<file path="src/rtl/traffic_intersection.sv">
// rtl/traffic_intersection.sv - two-road intersection controller with pedestrian walk and EW sensor hold
// Moore FSM plus a per-phase up-counter that clears on every state change and saturates at the phase's last count.
module traffic_intersection #(
  parameter int CNT_W          = 8,
  parameter int GREEN_CYCLES   = 4,
  parameter int YELLOW_CYCLES  = 2,
  parameter int ALL_RED_CYCLES = 1,
  parameter int WALK_CYCLES    = 3,
  parameter int MIN_GREEN      = 2,
  parameter int EW_SENSE_EN    = 0
) (
  input  logic       clk,
  input  logic       rstb,
  input  logic       ped_req,
  input  logic       ew_car,
  output logic [1:0] ns_light,
  output logic [1:0] ew_light,
  output logic       walk,
  output logic [2:0] phase
);

  typedef enum logic [2:0] {
    NS_GREEN  = 3'd0,
    NS_YELLOW = 3'd1,
    RED_A     = 3'd2,
    WALK_A    = 3'd3,
    EW_GREEN  = 3'd4,
    EW_YELLOW = 3'd5,
    RED_B     = 3'd6,
    WALK_B    = 3'd7
  } state_t;

  localparam logic [1:0] LIGHT_RED    = 2'b00;
  localparam logic [1:0] LIGHT_GREEN  = 2'b01;
  localparam logic [1:0] LIGHT_YELLOW = 2'b10;

  localparam logic [CNT_W-1:0] G_LAST  = CNT_W'(GREEN_CYCLES - 1);
  localparam logic [CNT_W-1:0] Y_LAST  = CNT_W'(YELLOW_CYCLES - 1);
  localparam logic [CNT_W-1:0] R_LAST  = CNT_W'(ALL_RED_CYCLES - 1);
  localparam logic [CNT_W-1:0] W_LAST  = CNT_W'(WALK_CYCLES - 1);
  localparam logic [CNT_W-1:0] MG_LAST = CNT_W'(MIN_GREEN - 1);

  state_t           state_q, state_d;
  logic [CNT_W-1:0] cnt_q, cnt_d;
  logic             ped_pending_q, ped_pending_d;

  logic [CNT_W-1:0] last_cnt;
  logic             at_end;
  logic             in_walk;
  logic             early_exit;
  logic             ns_hold;

  always_ff @(posedge clk or posedge rstb) begin
    if (rstb) begin
      state_q       <= NS_GREEN;
      cnt_q         <= '0;
      ped_pending_q <= 1'b0;
    end else begin
      state_q       <= state_d;
      cnt_q         <= cnt_d;
      ped_pending_q <= ped_pending_d;
    end
  end

  always_comb begin
    state_d       = state_q;
    cnt_d         = cnt_q;
    ped_pending_d = ped_pending_q;
    last_cnt      = G_LAST;
    at_end        = 1'b0;
    in_walk       = (state_q == WALK_A) || (state_q == WALK_B);
    early_exit    = ped_pending_q && (cnt_q >= MG_LAST);
    ns_hold       = (EW_SENSE_EN != 0) && !ew_car && !ped_pending_q;

    case (state_q)
      NS_YELLOW, EW_YELLOW: last_cnt = Y_LAST;
      RED_A, RED_B:         last_cnt = R_LAST;
      WALK_A, WALK_B:       last_cnt = W_LAST;
      default:              last_cnt = G_LAST;
    endcase
    at_end = (cnt_q == last_cnt);

    case (state_q)
      NS_GREEN:  if (early_exit || (at_end && !ns_hold)) state_d = NS_YELLOW;
      NS_YELLOW: if (at_end) state_d = RED_A;
      RED_A:     if (at_end) state_d = ped_pending_q ? WALK_A : EW_GREEN;
      WALK_A:    if (at_end) state_d = EW_GREEN;
      EW_GREEN:  if (early_exit || at_end) state_d = EW_YELLOW;
      EW_YELLOW: if (at_end) state_d = RED_B;
      RED_B:     if (at_end) state_d = ped_pending_q ? WALK_B : NS_GREEN;
      WALK_B:    if (at_end) state_d = NS_GREEN;
      default:   state_d = NS_GREEN;
    endcase

    if (state_d != state_q) begin
      cnt_d = '0;
    end else if (!at_end) begin
      cnt_d = cnt_q + CNT_W'(1);
    end

    // Entering a walk consumes the request even if the button is still pressed.
    if (!in_walk && ((state_d == WALK_A) || (state_d == WALK_B))) begin
      ped_pending_d = 1'b0;
    end else if (ped_req && !in_walk) begin
      ped_pending_d = 1'b1;
    end
  end

  always_comb begin
    ns_light = LIGHT_RED;
    ew_light = LIGHT_RED;
    walk     = 1'b0;
    phase    = state_q;
    case (state_q)
      NS_GREEN:       ns_light = LIGHT_GREEN;
      NS_YELLOW:      ns_light = LIGHT_YELLOW;
      EW_GREEN:       ew_light = LIGHT_GREEN;
      EW_YELLOW:      ew_light = LIGHT_YELLOW;
      WALK_A, WALK_B: walk     = 1'b1;
      default:        ;
    endcase
  end

endmodule

</file>
<file path="config.mk">
export PLATFORM = sky130hd
export DESIGN_NAME = traffic_intersection
export DESIGN_NICKNAME = d
export VERILOG_FILES = /design/src/rtl/traffic_intersection.sv
export SDC_FILE = /design/constraint.sdc
export NUM_CORES = 1
export LEC_CHECK = 0
export ABC_AREA = 1
export ABC_CLOCK_PERIOD_IN_PS = 2800
export BUFFER_PORTS_ARGS = -buffer_cell sky130_fd_sc_hd__buf_2
export CORE_MARGIN = 2
export CORE_UTILIZATION = 30
export CTS_CLUSTER_SIZE = 12
export DETAILED_ROUTE_END_ITERATION = 10
export PLACE_DENSITY_LB_ADDON = 0.15
export SYNTH_ARGS = -nofsm -noshare
export SYNTH_HDL_FRONTEND = slang
export SYNTH_SLANG_ARGS = --single-unit
</file>
<file path="constraint.sdc">
create_clock -name clk -period 2.8 [get_ports clk]
set_clock_uncertainty 0.1 [all_clocks]
set_input_delay 0.14 -clock clk [delete_from_list [all_inputs] [get_ports clk]]
set_output_delay 0.14 -clock clk [all_outputs]
set_load 0.02 [all_outputs]
</file>
**After elaboration in Yosys (flattened, before gate mapping)**

Cells that the tools add are included.

- Flip-flop bits (word level): 12
- Input port bits: 4
- Output and inout bits: 8
- Logic and storage cells: 48

- Add/sub/neg operators: 1
- $lt $le $gt $ge: 1
- Eq/ne operators: 12
- Multiplexer cells: 19
- Reductions and logical operators: 12

Operators with widths:

| cell | count |
|---|---|
| $mux W3 | 10 |
| $pmux W3 S8 | 1 |
| $mux W8 | 2 |
| $eq A3 B3 Y1 const B | 5 |
| $eq A3 B2 Y1 const B | 3 |
| $add A8 B1 Y8 const B | 1 |
| $eq A8 B8 Y1 | 1 |
| $ge A8 B1 Y1 const B | 1 |
| $pmux W2 S2 | 2 |
| $pmux W2 S3 | 1 |
| $reduce_or A2 Y1 | 3 |
| $eq A3 B1 Y1 const B | 1 |
| $logic_and A1 B1 Y1 | 3 |
| $logic_not A3 Y1 | 1 |
| $logic_or A1 B1 Y1 | 3 |
| $mux W1 | 3 |
| $ne A3 B3 Y1 | 1 |
| $ne A2 B1 Y1 const B | 1 |
| $reduce_bool A2 Y1 | 1 |
| $logic_not A1 Y1 | 1 |

**Depth between registers and ports, before layout**

Gate-level depths: netlist (run 1).

- Word-level depth: 11
- Mapped depth: 15
- Depth with buffers taken out: 15

**Worst setup path after synthesis (run 1)**

OpenSTA, ideal clock, no wires.

- Kind: register to register
- Start point: reg state_q[1] (netlist: phase[1])
- End point: reg cnt_q[0]
- Setup time: 72 ps
- Arrival time: 2,058 ps
- Data required time: 2,628 ps
- Slack: 570 ps
- Cell stages (with the launch flop): 15
- Buffers on the path: 0
- Clock period less this slack: 2,230 ps
- Cell sequence: dfrtp_1 -> inv_1 -> ha_1 -> inv_1 -> nor2_1 -> nor2_1 -> nand2_1 -> inv_1 -> o21ai_2 -> nand2_2 -> nand3_2 -> nand2_1 -> nand2_1 -> nand3_4 -> nor2_1

- Cells in the longest elaborated chain, start to end: 9
- Elaborated cells between the ends (all ways): 26
- Classes of those cells: eq/ne: 10; mux: 11; reduce/logical: 5

Ends and longest elaborated chain:

| what | RTL line | source |
|---|---|---|
| start, declared | 43 | `state_t state_q, state_d;` |
| start signal, assigned | 59 | `state_q <= state_d;` |
| $eq A3 B2 Y1, or another cell as far along | 75, 83 |  |
| $reduce_or A2 Y1 | 75 | `case (state_q)` |
| $pmux W2 S3 | 75 |  |
| $eq A8 B8 Y1 | 81 | `at_end = (cnt_q == last_cnt);` |
| $logic_or A1 B1 Y1 | 84, 88 |  |
| $mux W3, on equally long branches | 88, 84 |  |
| $pmux W3 S8 * | 83 | `case (state_q)` |
| via state_d[0] | 43 |  |
| $ne A3 B3 Y1 * | 95 | `if (state_d != state_q) begin` |
| $ne A2 B1 Y1 (no line) or $mux W8 (tied branches) | n/a |  |
| end signal, assigned | 60 | `cnt_q <= cnt_d;` |
| end, declared | 44 | `logic [CNT_W-1:0] cnt_q, cnt_d;` |

The timed path passes the listed nets; every way through them passes the cells marked *.
A chain may end at the register's enable or synchronous reset.

**Worst setup path in the final report (run 1)**

- Start point: reg state_q[0] (netlist: phase[0])
- End point: reg cnt_q[7]

Same word-level chain as after synthesis.

==> impl_results.md, run 1 <==
* Outcome: finished clean
* Nets at 164
* Worst r2r path cells at 14
* Clk pwr share at 0.115
* Sw Ratio at 0.547
* Mux cell area share after synthesis at 0
* Syn Nets at 149
* Tcrit/Tclk final at 0.857
* Kind of cell adding the most delay to the critical path: simple AND/OR/NAND/NOR gates
* RSZ-0062 raised after global routing: false
* Routed Antenna Nets at 0
* Crit path max-delay cell type: dfrtp_1
* Reg-to-reg slack, setup at 0.40 ns
* # IOs at 12
* Largest net degree at the start of global routing at 13
* Hold Startpoint: ped_req
* Die Wd at 61.1 um
* Worst hold endpoint: ped_pending_q$_DFFE_PP0P_
* Maxcap violations at 0
* Clock-pin slew of the registers on the worst-case setup and hold paths at 0.08 ns
* Finished Layout Cells at 195
* Average wire per standard cell at 10.2 um
* Worst path bufs/invs at 1
* Fmax at 0.417 GHz
* Final Critical Period at 2.40 ns
* Buffers on Ports at 10
* Slew HR at 0.685
* Syn Std Cell Area at 977 um2
* Util after Layout at 0.364
* Area after DPL at 1070 um2
* Fin Setup TNS at 0 ns
* CP Data Required Time at 2.86 ns
* Largest family of logic cells by synthesized area: simple AND/OR/NAND/NOR gates
* Power Density at 1090 nW/um2
* Sequential share of power at 0.216
* Worst EP arrival at 2.46 ns
* GRT Total Usage at 0.124
* DR vias at 825
* Post-CTS Setup Inserts at 0
* Setup violators final at 0
* DRC at 0
* Final hold viol count at 0
* Mapped Avg Cell Area at 7.13 um2
* Clock root buffer: clkbuf_4
* Core region area at 3080 um2
* Number of global-route vias before repair at 782
* Gpl congestion at 0.789
* Cell Int Power at 0.551 mW
* First-pass GRT wire length at 3460 um
* Worst Tran Pin Value at 0.472 ns
* Psw at 0.666 mW
* Simple-gate share of the synthesized area at 0.367
* Vias/cell at 4.23
* Total power at 1.22 mW
* Post-synthesis compound-gate area fraction at 0.0653
* TritonRoute pass-1 iters at 4
* Post-Synthesis Cells at 137
* Distinct cells, synth at 23
* CTS tree: yes
* Drt total wl at 1990 um
* Ys Warns at 0
* Clock buffer count from CTS at 3
* Initial antenna violation count at 0
* Critical path class: flop to flop
* Dpl cells at 190
* Layout area overhead at 14.7%
* Die area at 3730 um2
* Hold depth at 3
* Max FO, Critical Path at 8
* # H-tree levels at 1
* Hold WC Path Type: primary input to flop
* Post-route cell area at 1120 um2
* Reg-to-Reg End: cnt_q[7]$_DFFE_PP0P_
* CP Capture Type: flop
* Initial detailed-routing violation count at 45
* Seq cells post-synth at 12
* Initial Util at 0.317
* R2R Path Start: phase[0]$_DFF_PP0_
* Die height at 61.1 um
* Max incr delay on CP at 0.48 ns
* Max-slew violations at 0
* VDD IR-drop max at 0.315 mV
* Clock Path Buffers at 2
* Leak at 0.612 nW
* Cells along the critical path: inv_1 -> ha_1 -> nand2_1 -> nand3_2 -> nor2_4 -> nand3_1 -> nand2_1 -> nand2_1 -> nor2_1 -> nand2_1 -> nand2_1 -> nand2_2 -> nand3_4 -> nor2_1
* Antenna diode count at 0
* Synth Area in Adders at 0.102
* Critical path launch point type: flop
* Most used cell along the critical path: nand2_1
* Register area share after synthesis at 0.307
* HPWL Detailed at 1530 um
* Comb pwr share at 0.670
* CTS sink count at 12
* Row count at 20
* Overflow after GRT at 0
* Worst-Skew Late Latency at 0.27 ns
* Share of cells above drive strength 1 at 0.185
* CTS-repair resized insts at 0
* Xor/xnor share of the synthesized area at 0.0538
-- cell type report --
class,count,area [um2]
fill,346,1960
multi-input combinational,99,576
sequential,12,300
inverter,25,93.8
timing repair buffer,11,60.1
tap,44,55.1
clock buffer,4,36.3
-- cell usage after synthesis --
| library cell | number | share of area |
|---|---|---|
| nand3_4 | 1 | 0.018 |
| dfrtp_1 | 12 | 0.31 |
| o21a_1 | 1 | 0.0077 |
| inv_1 | 24 | 0.092 |
| nor2_4 | 1 | 0.012 |
| nand2_1 | 32 | 0.12 |
| nand2_2 | 3 | 0.019 |
| nor2_2 | 4 | 0.026 |
| buf_4 | 1 | 0.0077 |
| o21ai_2 | 1 | 0.0090 |
| nand3b_1 | 1 | 0.0077 |
| xor2_1 | 4 | 0.036 |
| nand3_2 | 2 | 0.020 |
| inv_2 | 1 | 0.0038 |
| nand3_1 | 11 | 0.056 |
| o211ai_1 | 1 | 0.0077 |
| nor2_1 | 16 | 0.061 |
| xnor2_1 | 2 | 0.018 |
| ha_1 | 8 | 0.10 |
| a21oi_1 | 4 | 0.020 |
| nand2_4 | 1 | 0.012 |
| o21ai_0 | 4 | 0.020 |
| nand4_1 | 2 | 0.013 |
-- state kept, by name, summed over array words and instances (netlist names) --
name and count:
phase 3, cnt_q 8, ped_pending_q 1
-- worst register-to-register path, delay by kind of cell, from the launching register on --
| family | cells | cell delay, ns |
|---|---|---|
| simple gates | 12 | 1.20 |
| flops | 1 | 0.48 |
| fa+ha+maj | 1 | 0.36 |
| buf+inv | 1 | 0.17 |
-- per-stage QoR --
stage	hold slack, ns	worst slack, ns
global route	0.0573	0.123
detailed placement	0.0813	0.425
finish	0.0460	0.401
global placement	0.0740	0.434
floorplan	-0.0953	0.570
CTS	0.0432	0.400
-- worst max path at each step --
stage / start / cells after the start / end / slack, ns
global route: phase[0]$_DFF_PP0_ / 13 / cnt_q[2]$_DFFE_PP0P_ / 0.12
detailed placement: phase[0]$_DFF_PP0_ / 14 / cnt_q[2]$_DFFE_PP0P_ / 0.43
global placement: phase[0]$_DFF_PP0_ / 15 / cnt_q[7]$_DFFE_PP0P_ / 0.43
floorplan: phase[1]$_DFF_PP0_ / 14 / cnt_q[0]$_DFFE_PP0P_ / 0.57
CTS: phase[0]$_DFF_PP0_ / 14 / cnt_q[2]$_DFFE_PP0P_ / 0.40
finish: phase[0]$_DFF_PP0_ / 14 / cnt_q[7]$_DFFE_PP0P_ / 0.40
-- layer usage --
| layer | GRT usage | share of wire | vias to the layer above |
|---|---|---|---|
| met5 | 0 | 0 | - |
| met1 | 0.170 | 0.53 | 363 |
| met3 | 0.0126 | 0.021 | 2 |
| met2 | 0.196 | 0.44 | 7 |
| li1 | - | - | 453 |
| met4 | 0.0559 | 0.0081 | 0 |
-- logic make-up (layout without fill, tap and decap cells) --
group,count (synthesis),after routing
flops,12,12
buf+inv,26,40
compound gates,11,11
xor+xnor,6,6
fa+ha+maj,8,8
simple gates,74,74
-- power by group through the flow --
stage,clock network (mW),logic (mW),registers (mW)
3_5_place_dp,0,0.822,0.267
3_3_place_gp,0,0.820,0.265
6_report,0.140,0.815,0.263
4_1_cts,0.148,0.828,0.264
2_1_floorplan,0,0.652,0.261
5_1_grt,0.151,0.938,0.268
-- cell usage in the layout (no fill, tap or decap) --
cell type / count
nand3b_1: 1
nand2_4: 1
nand3_4: 1
buf_2: 10
nor2_2: 4
o211ai_1: 1
dlygate4sd3_1: 1
nand3_1: 11
inv_2: 1
a21oi_1: 4
nand2_1: 32
clkbuf_4: 3
clkbuf_8: 1
o21a_1: 1
inv_1: 24
o21ai_2: 1
xnor2_1: 2
o21ai_0: 4
dfrtp_1: 12
nand4_1: 2
nor2_4: 1
xor2_1: 4
ha_1: 8
nand3_2: 2
nand2_2: 3
nor2_1: 16
-- repair_timing --
item | 4_1_cts | 5_1_grt
hold buffers | 1 | 0
endpoints found under the setup margin | 0 | 0
hold endpoints to repair | 12 | 0
No activity file was read; power rests on OpenSTA's default activity.
==> inputs of run 2 (changes only) <==
--- a/config.mk
+++ b/config.mk
@@ -12,7 +12,7 @@
 export CORE_UTILIZATION = 30
 export CTS_CLUSTER_SIZE = 12
 export DETAILED_ROUTE_END_ITERATION = 10
-export PLACE_DENSITY_LB_ADDON = 0.15
+export PLACE_DENSITY_LB_ADDON = 0.25
 export SYNTH_ARGS = -nofsm -noshare
 export SYNTH_HDL_FRONTEND = slang
 export SYNTH_SLANG_ARGS = --single-unit
==> impl_results.md, run 2 (synthesis results as in run 1) <==
* Outcome: finished clean
* RSZ-0062 raised after global routing: false
* # H-tree levels at 1
* Dpl cells at 190
* Critical path launch point type: flop
* Drt total wl at 1910 um
* DRC at 0
* Buffers on Ports at 10
* Gpl congestion at 0.800
* Worst Tran Pin Value at 0.456 ns
* Commonest non-fill, non-tap cell in the layout: nand2_1
* Vias/cell at 4.32
* Most frequent cells in the layout: nand2_1, inv_1, nor2_1
* Finished Layout Cells at 194
* Clock buffer count from CTS at 3
* Maxcap violations at 0
* # IOs at 12
* Setup violators final at 0
* Post-CTS Setup Inserts at 0
* Core region area at 3080 um2
* Layout area overhead at 13.3%
* Largest reg by FF count: cnt_q
* Max FO, Critical Path at 10
* Tcrit/Tclk final at 0.846
* Clock root buffer: clkbuf_4
* Die height at 61.1 um
* CP Capture Type: flop
* Initial Util at 0.317
* Row count at 20
* Power Density at 1070 nW/um2
* CP Data Required Time at 2.89 ns
* Number of global-route vias before repair at 831
* Antenna diode count at 0
* Util after Layout at 0.360
* Hold WC Path Type: primary input to flop
* Multi-input gate area at 576 um2
* Average wire per standard cell at 9.83 um
* Slew HR at 0.696
* CTS sink count at 12
* Max reg flops at 8
* Leak at 0.605 nW
* Worst r2r path cells at 15
* FF/Latch Area at 300 um2
* CTS tree: yes
* Critical path class: flop to flop
* Fmax at 0.422 GHz
* DR vias at 839
* GRT Total Usage at 0.122
* Final hold viol count at 0
* Clock-pin slew of the registers on the worst-case setup and hold paths at 0.07 ns
* Overflow after GRT at 0
* Worst EP arrival at 2.46 ns
* Max-slew violations at 0
* FILL cells at 331
* Worst-Skew Late Latency at 0.26 ns
* Fin Setup TNS at 0 ns
* Largest net degree at the start of global routing at 13
* Die area at 3730 um2
* Clock Path Buffers at 2
* First-pass GRT wire length at 3460 um
* Routed Antenna Nets at 0
* VDD IR-drop max at 0.252 mV
* Initial antenna violation count at 0
* HPWL Detailed at 1580 um
* TritonRoute pass-1 iters at 4
* Die Wd at 61.1 um
* Share of cells above drive strength 1 at 0.180
* Final Critical Period at 2.37 ns
* Nets at 164
* Hold depth at 3
* Initial detailed-routing violation count at 41
==> run 2: changes by cell type in the layout (fill, tap and decap cells not counted) <==
| cell | change |
|---|---|
| clkbuf_8 | -1 |
==> run 2: final cells by class <==
class,instances,share of cell area
repair buffers,11,0.0542
clock buffers,3,0.0203
inverters,25,0.0847
multi-input cells,99,0.520
well taps,44,0.0497
flip-flops and latches,12,0.271
==> run 2: where the power goes <==
group / switching [mW] / internal (mW) / total [mW]
combinational: 0.556 / 0.265 / 0.821
sequential: 0.0546 / 0.208 / 0.262
clock: 0.0478 / 0.0495 / 0.0973
total: 0.659 / 0.522 / 1.18
==> run 2: per-stage QoR <==
stage,area (um2),hold WS [ns],worst slack [ns],power [mW]
after floorplan,977,-0.0953,0.570,0.913
after global placement,1070,0.0646,0.483,1.08
after detailed placement,1070,0.0776,0.435,1.09
after CTS,1110,0.0708,0.411,1.19
after global routing,1110,0.0726,0.145,1.31
final,1110,0.0760,0.433,1.18
==> run 2: worst paths after layout <==
check                                     start  slack [ns]                        end
min                                     ped_req        0.08  ped_pending_q$_DFFE_PP0P_
max reg2reg                  phase[0]$_DFF_PP0_        0.43       cnt_q[4]$_DFFE_PP0P_
max                          phase[0]$_DFF_PP0_        0.43       cnt_q[4]$_DFFE_PP0P_
max in group asynchronous                  rstb        1.96       cnt_q[6]$_DFFE_PP0P_
min reg2reg                cnt_q[7]$_DFFE_PP0P_        0.46       cnt_q[7]$_DFFE_PP0P_
min in group asynchronous                  rstb        0.32       cnt_q[5]$_DFFE_PP0P_
==> run 2: layer usage <==
metal | vias to the layer above | share of wire | track usage
li1 | 451 | - | -
met3 | 2 | 0.030 | 0.0231
met1 | 375 | 0.50 | 0.163
met5 | - | 0 | 0
met4 | 0 | 0.0021 | 0.0373
met2 | 11 | 0.47 | 0.201
==> run 2: repair_timing <==
item,CTS,global route
endpoints found under the hold margin,12,0
hold buffers,1,0
setup endpoints to repair,0,0
gates resized for setup,0,0
==> run 2: worst max-delay path, stage by stage, from the launching register on <==
cell     delay, ns
dfrtp_1       0.47
inv_1         0.16
ha_1          0.27
nor2_2        0.16
inv_1         0.07
nand2_1       0.07
nand2_2       0.09
nand2_4       0.14
nand2_1       0.07
inv_1         0.08
nand3_1       0.09
nand2_1       0.12
nand2_1       0.06
nand2_2       0.09
nand3_4       0.14
nor2_1        0.12
==> inputs of run 3 (changes only) <==
--- a/config.mk
+++ b/config.mk
@@ -5,8 +5,8 @@
 export SDC_FILE = /design/constraint.sdc
 export NUM_CORES = 1
 export LEC_CHECK = 0
-export ABC_AREA = 1
-export ABC_CLOCK_PERIOD_IN_PS = 2800
+export ABC_AREA = 0
+export ABC_CLOCK_PERIOD_IN_PS = 2400
 export BUFFER_PORTS_ARGS = -buffer_cell sky130_fd_sc_hd__buf_2
 export CORE_MARGIN = 2
 export CORE_UTILIZATION = 30
==> constraint.sdc (replaced) <==
create_clock -name clk -period 2.4 [get_ports clk]
set_clock_uncertainty 0.1 [all_clocks]
set_input_delay 0.12 -clock clk [delete_from_list [all_inputs] [get_ports clk]]
set_output_delay 0.12 -clock clk [all_outputs]
set_load 0.02 [all_outputs]
==> impl_results.md, run 3 <==
* Outcome: finished with violations
* Failing checks: setup timing
* Hold WC Path Type: primary input to flop
* Max reg flops at 8
* Vias/cell at 5.10
* Setup violators final at 6
* CP Capture Type: flop
* Layout area overhead at 32.5%
* Main synth FF type: dfrtp_1
* Yosys top cell area share at 0.307
* Critical path class: flop to flop
* Largest reg by FF count: cnt_q
* First-pass GRT wire length at 3990 um
* Commonest non-fill, non-tap cell in the layout: buf_4
* Tcrit/Tclk final at 1.01
* Worst r2r path cells at 5
* Max FO, Critical Path at 8
* Most common cell in the netlist: dfrtp_1
* CP Data Required Time at 2.49 ns
* Die Wd at 61.1 um
* # H-tree levels at 1
* Initial antenna violation count at 0
* Share of cells above drive strength 1 at 0.356
* Most frequent cells in the layout: buf_4, dfrtp_1, inv_1
* # IOs at 12
* Largest family of logic cells by synthesized area: compound AO/OA/AOI/OAI gates
* Mapped Avg Cell Area at 9.40 um2
* Maxcap violations at 0
* Xor/xnor share of the synthesized area at 0.0883
* Overflow after GRT at 0
* Hold depth at 3
* Post-synthesis compound-gate area fraction at 0.233
* Register area share after synthesis at 0.307
* Post-synthesis async set-or-reset flop share at 1.00
* Drt total wl at 2490 um
* Syn Nets at 116
* TritonRoute pass-1 iters at 4
* Clock Path Buffers at 2
* CTS sink count at 12
* Critical path launch point type: flop
* Ranking of synthesized cells by area: dfrtp_1, ha_1, xor2_1
* Routed Antenna Nets at 0
* Clock buffer count from CTS at 3
* Largest net degree at the start of global routing at 13
* Post-route cell area at 1290 um2
* Number of global-route vias before repair at 891
* Final hold viol count at 0
* Die area at 3730 um2
* Worst-Skew Late Latency at 0.27 ns
* Clock-pin slew of the registers on the worst-case setup and hold paths at 0.07 ns
* Worst Tran Pin Value at 0.443 ns
* DR vias at 898
* Max-slew violations at 0
* CTS tree: yes
* Seq cells post-synth at 12
* Antenna diode count at 0
* Clock root buffer: clkbuf_4
* Gpl congestion at 0.797
* Ys Warns at 0
* Commonest cells post-synth: dfrtp_1, inv_1, nand2_1, ha_1, nor3_1
* FILL cells at 309
* Slew HR at 0.704
* Initial detailed-routing violation count at 35
* DRC at 0
* HPWL Detailed at 1730 um
* Fmax at 0.412 GHz
* Mux cell area share after synthesis at 0
* Initial Util at 0.317
* Synth Area in Adders at 0.102
* GRT Total Usage at 0.140
* Worst EP arrival at 2.52 ns
* Syn Std Cell Area at 977 um2
* Row count at 20
* Cell taking the most area after synthesis: dfrtp_1
* Core region area at 3080 um2
* Distinct cells, synth at 38
* Die height at 61.1 um
* Final Critical Period at 2.43 ns
* RSZ-0062 raised after global routing: true
* Area after DPL at 1170 um2
* Buffers on Ports at 10
* Post-Synthesis Cells at 104
* Fin worst setup slack at -0.0280 ns
* Simple-gate share of the synthesized area at 0.223
* Average wire per standard cell at 14.1 um
* Number of synthesized flops with an enable pin at 0
* Nets at 145
## run 3: changes by cell type after synthesis, moves of 3 or more
cell and delta:
a31oi_1 +3, inv_1 -13, nor3_1 +8, nor2_1 -14, nand2_2 -3, nand3_1 -7
a221oi_1 +3, nand2_1 -23, nor2b_1 +3, o21ai_0 -3, nor2_2 -3
## run 3: cell families after synthesis
kind of cell	Yosys count
simple gates	39
compound gates	24
buf+inv	12
flops	12
xor+xnor	9
fa+ha+maj	8
## run 3: critical path, stage by stage, from the launching register on
cell	delay (ns)
dfrtp_1	0.39
or4_4	0.59
o41a_4	0.50
a221oi_4	0.35
o22ai_4	0.18
nor3_1	0.22
## run 3: path summary, 6_finish.rpt
path	startpoint	endpoint	slack [ns]
max	cnt_q[7]$_DFFE_PP0P_	cnt_q[0]$_DFFE_PP0P_	-0.03
min	ped_req	ped_pending_q$_DFFE_PP0P_	0.04
max reg2reg	cnt_q[7]$_DFFE_PP0P_	cnt_q[0]$_DFFE_PP0P_	-0.03
min reg2reg	cnt_q[4]$_DFFE_PP0P_	cnt_q[4]$_DFFE_PP0P_	0.52
max in group asynchronous	rstb	cnt_q[0]$_DFFE_PP0P_	1.61
min in group asynchronous	rstb	cnt_q[4]$_DFFE_PP0P_	0.28
## run 3: metal layers
metal  share of wire  global-route usage  vias up
li1                -                   -      436
met1            0.47               0.185      436
met2            0.48               0.234       19
met3           0.026              0.0147        7
met4           0.020              0.0590        0
met5               0                   0        -
## run 3: repair_timing
item	CTS	global route
hold endpoints to repair	12	0
hold buffers	1	0
pin swaps	2	3
endpoints found under the setup margin	6	9
gates resized for setup	3	6
cloned	0	0
buffers inserted	1	1
## run 3: stage by stage
stage / util / instances / setup slack [ns] / setup TNS, ns / hold slack, ns
final: 0.421 / 176 / -0.0280 / -0.109 / 0.0425
after global placement: 0.380 / 169 / 0.0389 / 0 / 0.0365
after floorplan: - / 104 / 0.0335 / 0 / -0.115
after CTS: 0.405 / 175 / 0.00500 / 0 / 0.0503
after global routing: 0.421 / 176 / -0.0652 / -0.344 / 0.0519
after detailed placement: 0.380 / 169 / -0.0123 / -0.0297 / 0.0496
## run 3: layout make-up
type	instances	area (um2)	share of cell area
flip-flops and latches	12	300	0.232
inverters	11	41.3	0.0319
well taps	44	55.1	0.0425
repair buffers	25	165	0.128
multi-input cells	80	697	0.538
clock buffers	4	36.3	0.0280
Power of run 3 is not shown: default switching activity piles up to over one toggle a cycle in this logic, so the estimate is an artifact.
